==> config.mk <==
export PLATFORM = sky130hd
export DESIGN_NAME = pwm_softstart_sequencer
export DESIGN_NICKNAME = d
export VERILOG_FILES = /design/src/rtl/pwm_softstart_sequencer.sv
export SDC_FILE = /design/constraint.sdc
export NUM_CORES = 1
export LEC_CHECK = 0
export ABC_AREA = 0
export CORE_MARGIN = 2
export CORE_UTILIZATION = 40
export DETAILED_ROUTE_END_ITERATION = 7
export DONT_BUFFER_PORTS = 1
export HOLD_SLACK_MARGIN = 0.02
export SYNTH_ARGS = -nofsm -noshare
export SYNTH_HDL_FRONTEND = slang
export SYNTH_SLANG_ARGS = --single-unit
==> constraint.sdc <==
create_clock -name aclk -period 7.6 [get_ports aclk]
set_input_delay 0.76 -clock aclk [delete_from_list [all_inputs] [get_ports aclk]]
set_output_delay 0.76 -clock aclk [all_outputs]
set_load 0.02 [all_outputs]
==> src/rtl/pwm_softstart_sequencer.sv <==
// Sequencer for the buck PWM generator: soft-start ramp, duty clamp, slew-limited run and fault latch.
// Define PWM_SOFTSTOP_EN to ramp the duty down (STOP state) on enable loss instead of cutting it at once.
module pwm_softstart_sequencer #(
  parameter int counter_width = 12,
  parameter int PERIOD_MIN    = 16,
  parameter int DUTY_MARGIN   = 2
) (
  input  logic                     aclk,
  input  logic                     resetn,
  input  logic                     enable_i,
  input  logic                     fault_i,
  input  logic                     fault_clear_i,
  input  logic [counter_width-1:0] period_req_i,
  input  logic [counter_width-1:0] target_duty_i,
  input  logic [counter_width-1:0] step_i,
  input  logic [counter_width-1:0] pwm_counter_i,
  output logic [counter_width-1:0] period_out_o,
  output logic [counter_width-1:0] comparator_out_o,
  output logic                     pwm_en_o,
  output logic                     ramp_done_o,
  output logic                     fault_latched_o,
  output logic [2:0]               state_o
);
  localparam int W = counter_width;

  typedef enum logic [2:0] {
    ST_IDLE  = 3'd0,
    ST_RAMP  = 3'd1,
    ST_RUN   = 3'd2,
    ST_FAULT = 3'd3,
    ST_STOP  = 3'd4
  } state_t;

  localparam logic [W-1:0] PMIN   = W'(PERIOD_MIN);
  localparam logic [W-1:0] PMAX   = {{(W-1){1'b1}}, 1'b0};
  localparam logic [W-1:0] MARGIN = W'(DUTY_MARGIN);

  state_t         state_q;
  logic [W-1:0]   period_q;
  logic [W-1:0]   comp_q;
  logic           pwm_en_q;
  logic           ramp_done_q;
  logic           fault_q;

  logic [W-1:0]   period_d;
  logic [W-1:0]   step_eff;
  logic [W-1:0]   duty_lim;
  logic [W-1:0]   period_room;
  logic           bnd;
  logic [W:0]     comp_sum;
  logic [W-1:0]   comp_up_d;
  logic [W-1:0]   comp_slew_d;

  always_comb begin
    period_d = period_req_i;
    if (period_req_i < PMIN) period_d = PMIN;
    else if (period_req_i > PMAX) period_d = PMAX;
  end

  assign step_eff    = (step_i == '0) ? {{(W-1){1'b0}}, 1'b1} : step_i;
  assign period_room = (period_q < MARGIN) ? '0 : period_q - MARGIN;
  assign duty_lim    = (target_duty_i < period_room) ? target_duty_i : period_room;

  // Generator counter runs one past period_out; compare one bit wider so period_out+1 cannot wrap.
  assign bnd = ({1'b0, pwm_counter_i} == ({1'b0, period_q} + {{W{1'b0}}, 1'b1}));

  assign comp_sum  = {1'b0, comp_q} + {1'b0, step_eff};
  assign comp_up_d = (comp_sum >= {1'b0, duty_lim}) ? duty_lim : comp_sum[W-1:0];

  // RUN slews toward duty_lim from either side, never overshooting it.
  always_comb begin
    comp_slew_d = comp_up_d;
    if (comp_q > duty_lim) begin
      comp_slew_d = ((comp_q - duty_lim) > step_eff) ? comp_q - step_eff : duty_lim;
    end
  end

`ifdef PWM_SOFTSTOP_EN
  logic [W-1:0] comp_dn_d;
  assign comp_dn_d = (comp_q > step_eff) ? comp_q - step_eff : '0;
`endif

  always_ff @(posedge aclk) begin
    if (!resetn) begin
      state_q     <= ST_IDLE;
      period_q    <= PMIN;
      comp_q      <= '0;
      pwm_en_q    <= 1'b0;
      ramp_done_q <= 1'b0;
      fault_q     <= 1'b0;
    end else begin
      if (bnd && state_q != ST_FAULT) period_q <= period_d;

      if (fault_i && state_q != ST_FAULT) begin
        state_q     <= ST_FAULT;
        comp_q      <= '0;
        pwm_en_q    <= 1'b0;
        ramp_done_q <= 1'b0;
        fault_q     <= 1'b1;
      end else begin
        case (state_q)
          // comp_q is always 0 in IDLE, so comp_up_d is min(step, duty_lim) here.
          ST_IDLE: begin
            if (bnd && enable_i) begin
              state_q  <= ST_RAMP;
              comp_q   <= comp_up_d;
              pwm_en_q <= 1'b1;
            end
          end
          ST_RAMP, ST_RUN: begin
            if (!enable_i) begin
`ifdef PWM_SOFTSTOP_EN
              state_q     <= ST_STOP;
              ramp_done_q <= 1'b0;
`else
              state_q     <= ST_IDLE;
              comp_q      <= '0;
              pwm_en_q    <= 1'b0;
              ramp_done_q <= 1'b0;
`endif
            end else if (bnd) begin
              if (state_q == ST_RAMP) begin
                comp_q <= comp_up_d;
                if (comp_up_d == duty_lim) begin
                  state_q     <= ST_RUN;
                  ramp_done_q <= 1'b1;
                end
              end else begin
                comp_q <= comp_slew_d;
              end
            end
          end
`ifdef PWM_SOFTSTOP_EN
          ST_STOP: begin
            if (bnd) begin
              if (enable_i) begin
                state_q <= ST_RAMP;
                comp_q  <= comp_up_d;
              end else begin
                comp_q <= comp_dn_d;
                if (comp_dn_d == '0) begin
                  state_q  <= ST_IDLE;
                  pwm_en_q <= 1'b0;
                end
              end
            end
          end
`endif
          ST_FAULT: begin
            if (fault_clear_i && !fault_i && !enable_i) begin
              state_q <= ST_IDLE;
              fault_q <= 1'b0;
            end
          end
          default: begin
            state_q  <= ST_IDLE;
            comp_q   <= '0;
            pwm_en_q <= 1'b0;
          end
        endcase
      end
    end
  end

  assign period_out_o     = period_q;
  assign comparator_out_o = comp_q;
  assign pwm_en_o         = pwm_en_q;
  assign ramp_done_o      = ramp_done_q;
  assign fault_latched_o  = fault_q;
  assign state_o          = state_q;

endmodule
# After elaboration in Yosys (flattened, before gate mapping)
# Cells that the tools add are included.
dict set report totals {
  register_bits 30
  latchBits 0
  romBits 0
  ram_bits 0
  n_memories 0
  output_inout_bits 30
}
dict set report classes {
  mul 0
  n_mux 31
  order_cmp 7
  shift 0
  eq_ne 20
  bitwise 2
  n_reduce_logical 19
  add_sub_neg 5
  div_mod_pow 0
}
# cell n
set ops {}
lappend ops {{$mux 12} 12}
lappend ops {{$pmux 12 s3} 1}
lappend ops {{$gt 12x12->1} 2}
lappend ops {{$sub 12x12->12} 2}
lappend ops {{$mux 3} 6}
lappend ops {{$ne 3x3->1 const B} 5}
lappend ops {{$add 12x1->13 const B} 1}
lappend ops {{$add 12x12->13} 1}
lappend ops {{$eq 12x13->1} 1}
lappend ops {{$ge 13x12->1} 1}
lappend ops {{$eq 12x12->1} 1}
lappend ops {{$gt 12x12->1 const B} 1}
lappend ops {{$logic_not 12->1} 1}
lappend ops {{$lt 12x12->1} 1}
lappend ops {{$lt 12x2->1 const B} 1}
lappend ops {{$lt 12x5->1 const B} 1}
lappend ops {{$ne 4x4->1 const B} 3}
lappend ops {{$sub 12x2->12 const B} 1}
lappend ops {{$reduce_and 5->1} 2}
lappend ops {{$mux 1} 9}
lappend ops {{$pmux 3 s3} 1}
lappend ops {{$eq 3x2->1 const B} 2}
lappend ops {{$ne 2x1->1 const B} 3}
lappend ops {{$ne 2x2->1 const B} 3}
lappend ops {{other kinds (13)} 22}

# Longest topological paths before layout
dict set report depth {
  word_depth 13
  ltp_mapped 37
  mapped_depth_nobuf 34
}

# Least setup slack after synthesis
# No wires, ideal clock.
dict set report synth_timing {
  path_kind {register -> register}
  start {reg period_q[4] (netlist: period_out_o[4])}
  end {reg comp_q[9] (netlist: comparator_out_o[9])}
  period_less_slack_ns 6.757
  path_stages_with_launch 31
  t_arrival_ns 6.699
  slack_ns 0.843
  n_path_buf 4
  cell_sequence {dfxtp_1 > buf_6 > nor4_4 > nand2_1 > nor2_1 > mux2i_1 > ha_1 > o21a_1 > o211ai_1 > o211a_1 > clkbuf_1 > nand2_2 > buf_4 > mux2i_1 > ha_1 > a2111o_1 > a31oi_1 > o211ai_2 > a21o_1 > a21oi_1 > xnor2_1 > ha_1 > nand4_1 > or2_2 > a31oi_1 > and3_1 > a41o_1 > buf_2 > a211oi_1 > nor4b_2 > o22a_1}
}
dict set report synth_between {
  elab_chain_cells 12
  word_cells_on_any_way 23
  classes_between {add/sub (3); order compare (5); eq/ne (3); mux (10); reduce/logical (2)}
}
# item line_no
set synth_rtl {}
lappend synth_rtl {{start, declared} 39} ;# logic [W-1:0] period_q;
lappend synth_rtl {{start signal, assigned} 92} ;# if (bnd && state_q != ST_FAULT) period_q <= period_d;
lappend synth_rtl {{$sub 12x2->12 / $lt 12x2->1 (equally long branches)} 61} ;# assign period_room = (period_q < MARGIN) ? '0 : period_q - MARGIN;
lappend synth_rtl {{$mux 12} 61}
lappend synth_rtl {{$lt 12x12->1} 62} ;# assign duty_lim = (target_duty_i < period_room) ? target_duty_i : period_room;
lappend synth_rtl {{$mux 12} 62}
lappend synth_rtl {{$sub 12x12->12} 74} ;# comp_slew_d = ((comp_q - duty_lim) > step_eff) ? comp_q - step_eff : duty_lim;
lappend synth_rtl {{$gt 12x12->1} 74}
lappend synth_rtl {{$mux 12} 74}
lappend synth_rtl {{$mux 12} 73} ;# if (comp_q > duty_lim) begin
lappend synth_rtl {{$mux 12} 122} ;# if (state_q == ST_RAMP) begin
lappend synth_rtl {{$mux 12} 121} ;# end else if (bnd) begin
lappend synth_rtl {{$mux 12} 111} ;# if (!enable_i) begin
lappend synth_rtl {{$pmux 12 s3} 101} ;# case (state_q)
lappend synth_rtl {{end signal, assigned} 106} ;# comp_q <= comp_up_d;
lappend synth_rtl {{end signal, assigned} 123} ;# comp_q <= comp_up_d;
lappend synth_rtl {{end signal, assigned} 129} ;# comp_q <= comp_slew_d;
lappend synth_rtl {{end, declared} 40} ;# logic [W-1:0] comp_q;
# Several ways; a longest one is shown, not always the timed one. The select of a mux whose other input is x is not followed.
# A chain may end at the register's enable or synchronous reset.

# Worst setup path after layout
dict set report layout_timing {
  start {reg period_q[6] (netlist: period_out_o[6])}
  end {reg comp_q[0] (netlist: comparator_out_o[0])}
}
# The elaborated chain is that of the path after synthesis.

==> summary.txt <==
Clock network
  • Clk buf depth: 2
  • Clock transition at the registers of the reported paths: 0.05 ns
  • Worst-Skew Late Latency: 0.28 ns
  • CTS sink cnt: 29
  • Cts bufs inserted: 5
  • Root Buffer: clkbuf_16
  • Number of H-tree levels: 2
  • CTS tree: yes

Pwr
  • Logic pwr share: 74.3%
  • Pwr/cell area: 320 mW/mm^2
  • VDD IR-drop max: 0.000110 V
  • Clk pwr share: between 10% and 20%
  • Pleak: 2.57 nW
  • Pint: 0.910 mW
  • Net Sw Frac: a little over half
  • Net Switching: 1.02 mW
  • Seq pwr share: between 10 and 15%

Route
  • Total number of vias: 5782
  • Via density: 6.18
  • Wire per inst: roughly 19 um
  • Drt total wl: 17900 um
  • First-pass DRT Iterations: 5
  • Drc violations: 0
  • Number of antenna-violating nets in the routed design: 0
  • Drt first-iter violations: 496

Yosys
  • Post-Synth Adder-Cell Area: between 15 and 20%
  • Syn. warnings: 0
  • XOR/XNOR Fraction of Synth Area: 8.00%
  • Compound-gate portion of the synthesized area: 31.5%
  • Post-synthesis sequential area ratio: 10.2%
  • Post-synth EDFFs: 0
  • Mapped Nets: 905
  • Async S/R FF share, synth: 0%
  • Mapped Cells: just under 800
  • Seq cells post-synth: 29
  • Multiplexer area fraction after synthesis: 3.36%
  • Post-Synthesis Cell Area: 0.00569 sq mm
  • Simple-Gate Fraction of Synth Area: 21.1%
  • Netlist cell types: 86
  • Primary FF master, synth: dfxtp_1
  • Largest family of logic cells by synthesized area: compound AO/OA/AOI/OAI gates
  • Mean post-synth cell area: between 7 and 8 sq um

Global routing
  • Met2 Usage GRT: approximately 40%
  • Vias in the first global route: between 5000 and 6000
  • Gr usage total: 23.7%
  • Initial antenna violation count: 0
  • M1 GR Usage: 32.1%
  • Largest net degree at the start of global routing: 26
  • Busiest grt layer: met2
  • First-pass GRT wire length: about 29000 um
  • GR Util met3: roughly 3.9%
  • GR Overflow Total: 0

Worst setup path
  • WP data arrival: a little over 7 ns
  • Kind of critical path: reg2reg
  • Setup crit end kind: flip-flop
  • Slowest CP cell: mux2i_2
  • Startpoint Class: flip-flop
  • CP Max Fanout: 13
  • CP required: 7.72 ns
  • Slowest Stage Delay on Critical Path: 0.35 ns

Finish
  • Final layout net count: between 800 and 900
  • Most frequent cells in the layout: 75 x ha_1, 64 x inv_1, 52 x o21ai_0
  • Layout Utilization: 43.4%
  • Layout cells sized above 1: 7.95%
  • Layout Cells excl Fill: 935
  • P&R area growth vs syn: 5.80%
  • Design area: 0.00602 sq mm
  • Diodes inserted: 0
  • Commonest non-fill, non-tap cell in the layout: ha_1

Floorplanning
  • Core Region: 0.0139 sq mm
  • Die W: 123 um
  • Initial core utilization: 41.0%
  • Die height: 123 um
  • I/O pins: 83
  • Die area: 0.0152 sq mm
  • FP Rows: between 40 and 50

Placement
  • PortBufs: 0
  • Detailed placement HPWL: ~15000 um
  • RePlAce Congestion: 0.959
  • Placed Cells: 926
  • Area after DPL: 0.00583 sq mm

Timing
  • Final Hold Fails: 0
  • Unrepaired setup endpoints after global routing: no
  • Final setup TNS: 0 ns
  • Final period util: between 90 and 100%
  • Slew margin rel.: between 30% and 40%
  • Layout Skew: 0.00425 ns
  • Worst hold slack: between 0.5 and 0.6 ns
  • Final setup vio count: 0
  • Minimum clock period: 6.95 ns
  • Final Slew Violations: 0
  • Maximum clock rate: approximately 140 MHz
  • Worst-margin pin slew: 1.00 ns

Flow run
  • Max Cap Viol: 0

Worst hold path
  • Worst hold path type: in2reg

Outcome
  • Status: completed
-- layout make-up --
cell class	count	area [sq um]
clock inverters	2	37.5
repair buffers	16	120
flip-flops and latches	29	581
clock buffers	6	139
inverters	66	248
multi-input cells	636	4670
well taps	180	225
fillers	1440	7860
-- path summary, 6_finish.rpt --
| kind | end | cells past startpoint | slack, ns | startpoint |
|---|---|---|---|---|
| worst max-delay path | comparator_out_o[0]$_SDFFE_PP0P_ | 33 | 0.65 | period_out_o[6]$_SDFFE_PN0P_ |
| worst min-delay path | period_out_o[4]$_SDFFE_PN1P_ | 1 | 0.55 | resetn |
| worst max register to register | comparator_out_o[0]$_SDFFE_PP0P_ | 33 | 0.65 | period_out_o[6]$_SDFFE_PN0P_ |
| worst min register to register | ramp_done_o$_SDFFE_PP0P_ | 2 | 0.59 | ramp_done_o$_SDFFE_PP0P_ |
-- critical path: cells and delay by family, from the launching register on --
| family | cells | cell delay (ns) |
|---|---|---|
| flops | 1 | 0.34 |
| simple gates | 10 | 1.49 |
| compound gates | 13 | 2.60 |
| fa+ha+maj | 3 | 0.96 |
| mux | 2 | 0.63 |
| xor+xnor | 1 | 0.14 |
| buf+inv | 4 | 0.64 |
-- registers in the layout (all words and copies together) (netlist names) --
name              count
comparator_out_o     12
period_out_o         12
state_o               2
fault_latched_o       1
pwm_en_o              1
ramp_done_o           1
-- through the flow --
step	worst slack (ns)	power [mW]
global route	0.0146	2.09
CTS	0.472	1.91
finish	0.650	1.93
detailed placement	0.488	1.66
global placement	0.674	1.64
floorplan	0.843	1.34
-- Yosys cell counts (all sizes together) (3+ instances only) --
cell / instances / area [sq um]
mux2i: 18 / 180
a2111oi: 7 / 80.1
inv: 64 / 240
or3: 11 / 68.8
nand2b: 10 / 62.6
o211ai: 10 / 85.1
nor4: 11 / 90.1
a21oi: 53 / 277
a31oi: 9 / 56.3
nand2: 47 / 179
a2111o: 3 / 33.8
and2: 5 / 33.8
a22oi: 3 / 22.5
ha: 75 / 938
o221ai: 5 / 43.8
and3: 5 / 31.3
a21o: 19 / 143
nor2b: 11 / 68.8
clkbuf: 28 / 105
maj3: 3 / 32.5
o21a: 11 / 90.1
xnor2: 38 / 333
nand4: 20 / 125
a221oi: 3 / 32.5
o21ai: 60 / 315
o211a: 5 / 50.1
nand3: 30 / 155
a211o: 3 / 26.3
nor3: 26 / 130
a21boi: 18 / 135
nor2: 38 / 143
or2: 6 / 37.5
o22ai: 6 / 37.5
xor2: 14 / 123
dfxtp: 29 / 581
buf: 16 / 100
a31o: 3 / 26.3
a211oi: 11 / 95.1
nor3b: 3 / 22.5
o21bai: 3 / 22.5
-- timing repair --
item,4_1_cts,5_1_grt
hold buffers,0,0
resized for setup,0,6
hold endpoints to repair,0,0
setup buffers,0,1
endpoints found under the setup margin,0,9
-- per-layer routing --
metal  wire, um  part of all wire, %  vias to the layer above
met3       1160                  6.5                       20
li1           -                    -                     2820
met4        181                  1.0                        0
met1       8060                   45                     2743
met2       8530                   48                      199
met5          0                    0                        -
-- power groups by stage --
stage               Sequential, mW  Combinational, mW  Clock [mW]
CTS                          0.260               1.41       0.238
detailed placement           0.264               1.40           0
global placement             0.264               1.38           0
finish                       0.260               1.43       0.236
floorplan                    0.245               1.09           0
global route                 0.266               1.58       0.246
-- cells by family after synthesis --
family,after synthesis
other cells,1
xor+xnor,52
fa+ha+maj,80
simple gates,229
compound gates,255
buf+inv,110
flops,29
mux,19
No activity file was read; power rests on OpenSTA's default activity.
